File: config.mk
export PLATFORM = sky130hd
export DESIGN_NAME = uart_rx_ctrl
export DESIGN_NICKNAME = d
export VERILOG_FILES = /design/src/rtl/uart_rx_pkg.sv /design/src/rtl/uart_rx_fifo.sv /design/src/rtl/uart_rx_ctrl.sv
export SDC_FILE = /design/constraint.sdc
export NUM_CORES = 1
export LEC_CHECK = 0
export ABC_CLOCK_PERIOD_IN_PS = 9500
export CAP_MARGIN = 20
export CORE_ASPECT_RATIO = 1.5
export CORE_MARGIN = 2
export CORE_UTILIZATION = 35
export CTS_CLUSTER_DIAMETER = 120
export DETAILED_ROUTE_END_ITERATION = 8
export GPL_TIMING_DRIVEN = 0
export HOLD_SLACK_MARGIN = 0.12
export PLACE_DENSITY_LB_ADDON = 0.15
export SLEW_MARGIN = 20
export SYNTH_ARGS = -nofsm -noshare
export SYNTH_HDL_FRONTEND = slang
export SYNTH_SLANG_ARGS = --single-unit
export TNS_END_PERCENT = 30
File: constraint.sdc
create_clock -name clk -period 9.5 [get_ports clk]
set_input_delay 1.9 -clock clk [delete_from_list [all_inputs] [get_ports clk]]
set_output_delay 1.9 -clock clk [all_outputs]
set_load 0.03 [all_outputs]
File: src/rtl/uart_rx_pkg.sv
// rtl/uart_rx_pkg.sv - shared widths, FSM states and FIFO entry type for the UART receive control stage
package uart_rx_pkg;

    localparam int DATA_WIDTH  = 8;
    localparam int SCALE_WIDTH = 6;

    localparam logic [SCALE_WIDTH-1:0] PRESCALE_MIN = SCALE_WIDTH'(4);
    localparam logic [SCALE_WIDTH-1:0] PRESCALE_RST = SCALE_WIDTH'(8);

    typedef enum logic [1:0] {
        IDLE = 2'd0,
        BUSY = 2'd1,
        CFG  = 2'd2
    } rx_state_e;

    typedef struct packed {
        logic                  stp_err;
        logic                  par_err;
        logic [DATA_WIDTH-1:0] data;
    } rx_entry_t;

endpackage

File: src/rtl/uart_rx_fifo.sv
// rtl/uart_rx_fifo.sv - synchronous FIFO of received entries with sticky overflow flag
module uart_rx_fifo
    import uart_rx_pkg::*;
#(
    parameter int DEPTH = 4
) (
    input  logic      clk,
    input  logic      reset,
    input  logic      i_push,
    input  rx_entry_t i_push_entry,
    input  logic      i_pop_ready,
    input  logic      i_ovf_clr,
    output logic      o_valid,
    output rx_entry_t o_head,
    output logic      o_ovf
);

    localparam int AW = $clog2(DEPTH);

    rx_entry_t   r_mem [DEPTH];
    logic [AW:0] r_wr_ptr;
    logic [AW:0] r_rd_ptr;
    logic        r_ovf;

    logic w_empty;
    logic w_full;
    logic w_pop;
    logic w_push_ok;

    // Wrap bit distinguishes full from empty when the index bits match.
    assign w_empty   = (r_wr_ptr == r_rd_ptr);
    assign w_full    = (r_wr_ptr[AW] != r_rd_ptr[AW]) && (r_wr_ptr[AW-1:0] == r_rd_ptr[AW-1:0]);
    assign w_pop     = !w_empty && i_pop_ready;
    // A pop in the same cycle frees the slot, so a push into a full FIFO still lands.
    assign w_push_ok = i_push && (!w_full || w_pop);

    // Pointer advance and overflow flag; a new overflow beats a clear.
    always_ff @(posedge clk or posedge reset) begin
        if (reset) begin
            r_wr_ptr <= '0;
            r_rd_ptr <= '0;
            r_ovf    <= 1'b0;
        end else begin
            if (w_push_ok)
                r_wr_ptr <= r_wr_ptr + 1'b1;
            if (w_pop)
                r_rd_ptr <= r_rd_ptr + 1'b1;
            if (i_push && !w_push_ok)
                r_ovf <= 1'b1;
            else if (i_ovf_clr)
                r_ovf <= 1'b0;
        end
    end

    // Entry storage; only slots between the pointers are ever presented.
    always_ff @(posedge clk) begin
        if (w_push_ok)
            r_mem[r_wr_ptr[AW-1:0]] <= i_push_entry;
    end

    assign o_valid = !w_empty;
    assign o_head  = w_empty ? '0 : r_mem[r_rd_ptr[AW-1:0]];
    assign o_ovf   = r_ovf;

endmodule

File: src/rtl/uart_rx_ctrl.sv
// rtl/uart_rx_ctrl.sv - UART RX config/activity FSM and result buffer; UART_RX_ERR_CNT_EN adds error counters
module uart_rx_ctrl
    import uart_rx_pkg::*;
#(
    parameter int FIFO_DEPTH = 4,
    parameter int TO_WIDTH   = 10
) (
    input  logic                   clk,
    input  logic                   reset,
    input  logic                   rx_in,
    input  logic                   cfg_wr,
    input  logic                   cfg_par_en,
    input  logic                   cfg_par_typ,
    input  logic [SCALE_WIDTH-1:0] cfg_prescale,
    output logic                   cfg_rej,
    output logic                   cfg_pend,
    output logic [SCALE_WIDTH-1:0] rx_prescaler,
    output logic                   rx_par_en,
    output logic                   rx_par_typ,
    input  logic [DATA_WIDTH-1:0]  rx_p_data,
    input  logic                   rx_data_valid,
    input  logic                   rx_par_err,
    input  logic                   rx_stp_err,
    output logic                   rd_valid,
    input  logic                   rd_ready,
    output logic [DATA_WIDTH-1:0]  rd_data,
    output logic                   rd_par_err,
    output logic                   rd_stp_err,
    output logic                   ovf,
    input  logic                   ovf_clr,
`ifdef UART_RX_ERR_CNT_EN
    input  logic                   cnt_clr,
    output logic [7:0]             par_err_cnt,
    output logic [7:0]             stp_err_cnt,
    output logic [7:0]             to_cnt,
`endif
    output logic                   busy
);

    logic                   r_rx_meta;
    logic                   r_rx_sync;
    logic                   r_rx_prev;
    rx_state_e              r_state;
    rx_state_e              w_state_nxt;
    logic [TO_WIDTH-1:0]    r_timer;
    logic [SCALE_WIDTH-1:0] r_pend_ps;
    logic                   r_pend_par_en;
    logic                   r_pend_par_typ;
    logic                   r_cfg_pend;
    logic                   r_cfg_rej;
    logic [SCALE_WIDTH-1:0] r_rx_ps;
    logic                   r_rx_par_en;
    logic                   r_rx_par_typ;

    logic                   w_start;
    logic                   w_ev;
    logic                   w_cfg_ok;
    logic                   w_load_to;
    logic                   w_timeout;
    logic                   w_apply_cfg;
    logic [SCALE_WIDTH-1:0] w_ps_eff;
    logic                   w_par_eff;
    logic [TO_WIDTH-1:0]    w_to_load;
    rx_entry_t              w_entry;
    rx_entry_t              w_head;

    assign w_start  = r_rx_prev && !r_rx_sync;
    assign w_ev     = rx_data_valid || rx_par_err || rx_stp_err;
    assign w_cfg_ok = cfg_wr && (cfg_prescale >= PRESCALE_MIN);
    // Leaving CFG straight into a frame must time out with the config being applied.
    assign w_ps_eff  = (r_state == CFG) ? r_pend_ps : r_rx_ps;
    assign w_par_eff = (r_state == CFG) ? r_pend_par_en : r_rx_par_en;
    // Frame length in oversampled ticks: start + 8 data + stop + guard, plus parity.
    assign w_to_load = TO_WIDTH'(w_ps_eff) * (w_par_eff ? TO_WIDTH'(12) : TO_WIDTH'(11));

    // Line synchroniser plus one stage of history for falling-edge detection.
    always_ff @(posedge clk or posedge reset) begin
        if (reset) begin
            r_rx_meta <= 1'b1;
            r_rx_sync <= 1'b1;
            r_rx_prev <= 1'b1;
        end else begin
            r_rx_meta <= rx_in;
            r_rx_sync <= r_rx_meta;
            r_rx_prev <= r_rx_sync;
        end
    end

    // Next-state logic: start edge beats a pending config, frame events end BUSY early.
    always_comb begin
        w_state_nxt = r_state;
        w_load_to   = 1'b0;
        w_timeout   = 1'b0;
        w_apply_cfg = 1'b0;
        case (r_state)
            IDLE: begin
                if (w_start) begin
                    w_state_nxt = BUSY;
                    w_load_to   = 1'b1;
                end else if (r_cfg_pend) begin
                    w_state_nxt = CFG;
                end
            end
            BUSY: begin
                if (w_ev) begin
                    w_state_nxt = IDLE;
                end else if (r_timer <= TO_WIDTH'(1)) begin
                    w_state_nxt = IDLE;
                    w_timeout   = 1'b1;
                end
            end
            CFG: begin
                w_apply_cfg = 1'b1;
                if (w_start) begin
                    w_state_nxt = BUSY;
                    w_load_to   = 1'b1;
                end else begin
                    w_state_nxt = IDLE;
                end
            end
            default: w_state_nxt = IDLE;
        endcase
    end

    // State register and frame timeout down-counter.
    always_ff @(posedge clk or posedge reset) begin
        if (reset) begin
            r_state <= IDLE;
            r_timer <= '0;
        end else begin
            r_state <= w_state_nxt;
            if (w_load_to)
                r_timer <= w_to_load;
            else if (r_state == BUSY && r_timer != '0)
                r_timer <= r_timer - 1'b1;
        end
    end

    // Host config: capture pending write (last wins), flag rejects, apply between frames.
    always_ff @(posedge clk or posedge reset) begin
        if (reset) begin
            r_pend_ps      <= PRESCALE_RST;
            r_pend_par_en  <= 1'b0;
            r_pend_par_typ <= 1'b0;
            r_cfg_pend     <= 1'b0;
            r_cfg_rej      <= 1'b0;
            r_rx_ps        <= PRESCALE_RST;
            r_rx_par_en    <= 1'b0;
            r_rx_par_typ   <= 1'b0;
        end else begin
            r_cfg_rej <= cfg_wr && !w_cfg_ok;
            if (w_cfg_ok) begin
                r_pend_ps      <= cfg_prescale;
                r_pend_par_en  <= cfg_par_en;
                r_pend_par_typ <= cfg_par_typ;
                r_cfg_pend     <= 1'b1;
            end else if (w_apply_cfg) begin
                r_cfg_pend <= 1'b0;
            end
            if (w_apply_cfg) begin
                r_rx_ps      <= r_pend_ps;
                r_rx_par_en  <= r_pend_par_en;
                r_rx_par_typ <= r_pend_par_typ;
            end
        end
    end

    assign w_entry = {rx_stp_err, rx_par_err, rx_p_data};

    uart_rx_fifo #(
        .DEPTH (FIFO_DEPTH)
    ) u_fifo (
        .clk          (clk),
        .reset        (reset),
        .i_push       (w_ev),
        .i_push_entry (w_entry),
        .i_pop_ready  (rd_ready),
        .i_ovf_clr    (ovf_clr),
        .o_valid      (rd_valid),
        .o_head       (w_head),
        .o_ovf        (ovf)
    );

`ifdef UART_RX_ERR_CNT_EN
    logic [7:0] r_par_cnt;
    logic [7:0] r_stp_cnt;
    logic [7:0] r_to_cnt;

    // Saturating statistics; clear takes priority over a same-cycle increment.
    always_ff @(posedge clk or posedge reset) begin
        if (reset) begin
            r_par_cnt <= '0;
            r_stp_cnt <= '0;
            r_to_cnt  <= '0;
        end else if (cnt_clr) begin
            r_par_cnt <= '0;
            r_stp_cnt <= '0;
            r_to_cnt  <= '0;
        end else begin
            if (rx_par_err && r_par_cnt != 8'hFF)
                r_par_cnt <= r_par_cnt + 1'b1;
            if (rx_stp_err && r_stp_cnt != 8'hFF)
                r_stp_cnt <= r_stp_cnt + 1'b1;
            if (w_timeout && r_to_cnt != 8'hFF)
                r_to_cnt <= r_to_cnt + 1'b1;
        end
    end

    assign par_err_cnt = r_par_cnt;
    assign stp_err_cnt = r_stp_cnt;
    assign to_cnt      = r_to_cnt;
`endif

    assign cfg_rej      = r_cfg_rej;
    assign cfg_pend     = r_cfg_pend;
    assign rx_prescaler = r_rx_ps;
    assign rx_par_en    = r_rx_par_en;
    assign rx_par_typ   = r_rx_par_typ;
    assign rd_data      = w_head.data;
    assign rd_par_err   = w_head.par_err;
    assign rd_stp_err   = w_head.stp_err;
    assign busy         = (r_state == BUSY);

endmodule

==> reports/qor.csv <==
stage,metric,value,unit
outcome,outcome,finished clean,
synthesis,async set-reset flop share out of synthesis,50.0,%
sta,setup violators final,0,
synthesis,"Seq/Total Area, Yosys",55.3,%
sta,fin. max-slew vios,0,
synthesis,Post-Syn Area,4000,um^2
detailed_routing,post-route ant nets,0,
sta,Final min period,4450,ps
die,Initial Utilization,36.0,%
placed_design,Placed Area,4670,um^2
clock_tree,CTS tree,done,
detailed_routing,Vias/cell,4.80,
die,Die ar.,12300,um^2
synthesis,commonest cells in the synthesized netlist,"edfxtp_1, dfrtp_1, inv_1, ha_1, nand2_1",
synthesis,Synth Register Bits,80,
critical_path,CP Launch Type,flip-flop,
critical_path,FF-to-FF setup slack,5530,ps
detailed_routing,DR WL/cell,15.2,um
critical_path,CP arrival,2550,ps
pwr,Leak,2.03,nW
sta,WHS,351,ps
sta,TNS Setup,0,ps
grt,vias in the first global route,2700,
finish,layout net count,414,
sta,f_max,225,MHz
synthesis,Yosys top cell by area,edfxtp_1,
sta,Tcrit/Tclk final,46.8,%
synthesis,Yosys top cell area share,30.1,%
pwr,PD cells,401,nW/um^2
detailed_routing,DRT iter0 DRCs,64,
die,Top Ports,48,
synthesis,top post-synthesis cells by area,"edfxtp_1, dfrtp_1, ha_1",
clock_tree,buffers inserted during post-CTS setup optimization,0,
synthesis,Post-synth top flop,edfxtp_1,
sta,Fin Clk Skew,7.65,ps
finish,layout cells sized above 1,12.8,%
clock_tree,Max clock buf depth,2,
clock_tree,H-Tree Depth,3,
clock_tree,cts hold-fix bufs,0,
die,die span in x,91.2,um
min_path,Worst Hold Launch,r_rx_meta,
die,Die Y,135,um
finish,cell area after layout,4970,um^2
grt,total track usage,13.9,%
grt,first-pass GRT wire length,13.1,mm
grt,gr ovfl total,0,
finish,fill cell count,1015,
synthesis,syn_nets,355,
pwr,Design Power,1.99,mW
placed_design,post-DP HPWL,5.76,mm
detailed_routing,Vias,2462,
critical_path,crit path max fanout,10,
synthesis,most numerous cell in the Yosys netlist,edfxtp_1,
critical_path,r2r endpoint,r_timer[7],
die,total core area,11100,um^2
sta,final hold viol count,0,
finish,synthesis-to-finish area growth,24.4,%
critical_path,R2R Path Start,r_state[0],
critical_path,R2R cell count,13,
clock_tree,Clock Sinks,80,
grt,initial antenna violation count,0,
sta,Final WS setup,5050,ps
sta,Worst-Margin Slew,630,ps
critical_path,CP Capture Type,output port,
placed_design,I/O Buffers,47,
detailed_routing,# DRC,0,
clock_tree,clk_lat worst skew,330,ps
synthesis,Post-Syn Area per Cell,13.2,um^2
placed_design,Post-Place Worst Slack,5360,ps
synthesis,Post-synth EDFFs,40,
finish,multi-input logic area,1660,um^2
synthesis,Synth Instances,302,
clock_tree,Num CTS Buffers,9,
pwr,Worst VDD drop,0.364,mV
clock_tree,clock root buffer,clkbuf_16,
clock_tree,Resized Gates After CTS,0,
sta,Slew headroom,58.0,%
min_path,Worst Hold Endpoint,r_rx_sync,
min_path,worst hold path type,flip-flop to flip-flop,
synthesis,Yosys warning count,0,
run,max cap viols,0,
placed_design,gp weighted congestion,0.761,
synthesis,Yosys cell types,50,
detailed_routing,final WL,7.81,mm
critical_path,CP required,7600,ps
finish,FF/Latch Area,2210,um^2
sta,RSZ-0062 raised after global routing,false,
detailed_routing,Pre-antenna DRT Iters,4,
finish,antenna fix cells,0,
critical_path,Crit Path Class,flip-flop to output port,
die,row cnt,47,
clock_tree,Worst-path clk slew,60,ps
min_path,worst hold stages,0,
grt,pin count of the biggest net entering global routing,33,
through the flow:
step / util [%] / std cells
6_report: 44.7 / 513
3_3_place_gp: 41.8 / 496
4_1_cts: 44.7 / 513
5_1_grt: 44.7 / 513
2_1_floorplan: - / 302
3_5_place_dp: 42.0 / 497
critical path, cell delays in order (launching register included):
cell	delay [ps]
dfrtp_1	430
xor2_1	190
or2_1	140
nand2b_1	190
clkbuf_1	380
and2_1	200
clkdlybuf4s50_1	670
where the power goes:
group          switching, mW  total (mW)  internal (mW)
Clock                  0.135       0.346          0.211
Sequential            0.0680       0.564          0.496
Combinational          0.602        1.08          0.481
cells by family after synthesis:
family	share of synthesized area (%)
flops	55.3
fa+ha+maj	10.3
other cells	0.0938
xor+xnor	3.94
compound gates	5.76
mux	10.5
simple gates	11.0
buf+inv	3.26
how the worst max path moves through the flow:
stage            endpoint  slack, ps               start  cells after the start
3_3_place_gp   rd_data[4]       5380  u_fifo.r_rd_ptr[0]                      6
2_1_floorplan  rd_data[0]       5980  u_fifo.r_wr_ptr[1]                      5
5_1_grt        rd_data[4]       4830  u_fifo.r_rd_ptr[0]                      6
4_1_cts        rd_data[4]       4980  u_fifo.r_rd_ptr[0]                      6
3_5_place_dp   rd_data[4]       5360  u_fifo.r_wr_ptr[0]                      6
6_report       rd_data[4]       5050  u_fifo.r_rd_ptr[0]                      6
layer usage:
metal,GRT usage [%],wire [um]
met1,14.7,3120
met2,25.8,4270
met3,1.95,174
met4,8.75,247
met5,0,0
layout make-up:
type	instances	area share (%)
clock buffers	12	4.96
multi-input cells	188	33.4
repair buffers	48	9.87
flip-flops and latches	80	44.4
well taps	147	3.70
inverters	27	2.04
plain buffers	7	0.579
clock inverters	4	1.08
placed cells by master, fill, tap and decap left out, types with 5 or more instances in the layout:
| cell type | netlist | final |
|---|---|---|
| nand2_1 | 19 | 19 |
| clkbuf_16 | 0 | 9 |
| a21oi_1 | 5 | 5 |
| dfstp_2 | 5 | 5 |
| inv_2 | 4 | 5 |
| nand2b_1 | 6 | 6 |
| fa_1 | 8 | 8 |
| mux2i_1 | 8 | 8 |
| nor2_1 | 15 | 15 |
| inv_1 | 23 | 22 |
| o21ai_1 | 5 | 5 |
| and2_1 | 16 | 16 |
| clkdlybuf4s50_1 | 0 | 47 |
| clkbuf_1 | 4 | 6 |
| edfxtp_1 | 40 | 40 |
| o21ai_0 | 5 | 5 |
| xor2_1 | 11 | 11 |
| mux2_2 | 5 | 5 |
| nor3_1 | 5 | 5 |
| dfrtp_1 | 35 | 35 |
| xnor2_1 | 7 | 7 |
| mux4_2 | 10 | 10 |
| ha_1 | 20 | 20 |
sequential cells by signal (all words and copies together) (netlist names), 2 cells and up:
signal	flops
u_fifo.r_mem	40
r_timer	10
r_pend_ps	6
rx_prescaler	6
u_fifo.r_rd_ptr	3
u_fifo.r_wr_ptr	3
r_state	2
No activity file was read; power rests on OpenSTA's default activity.
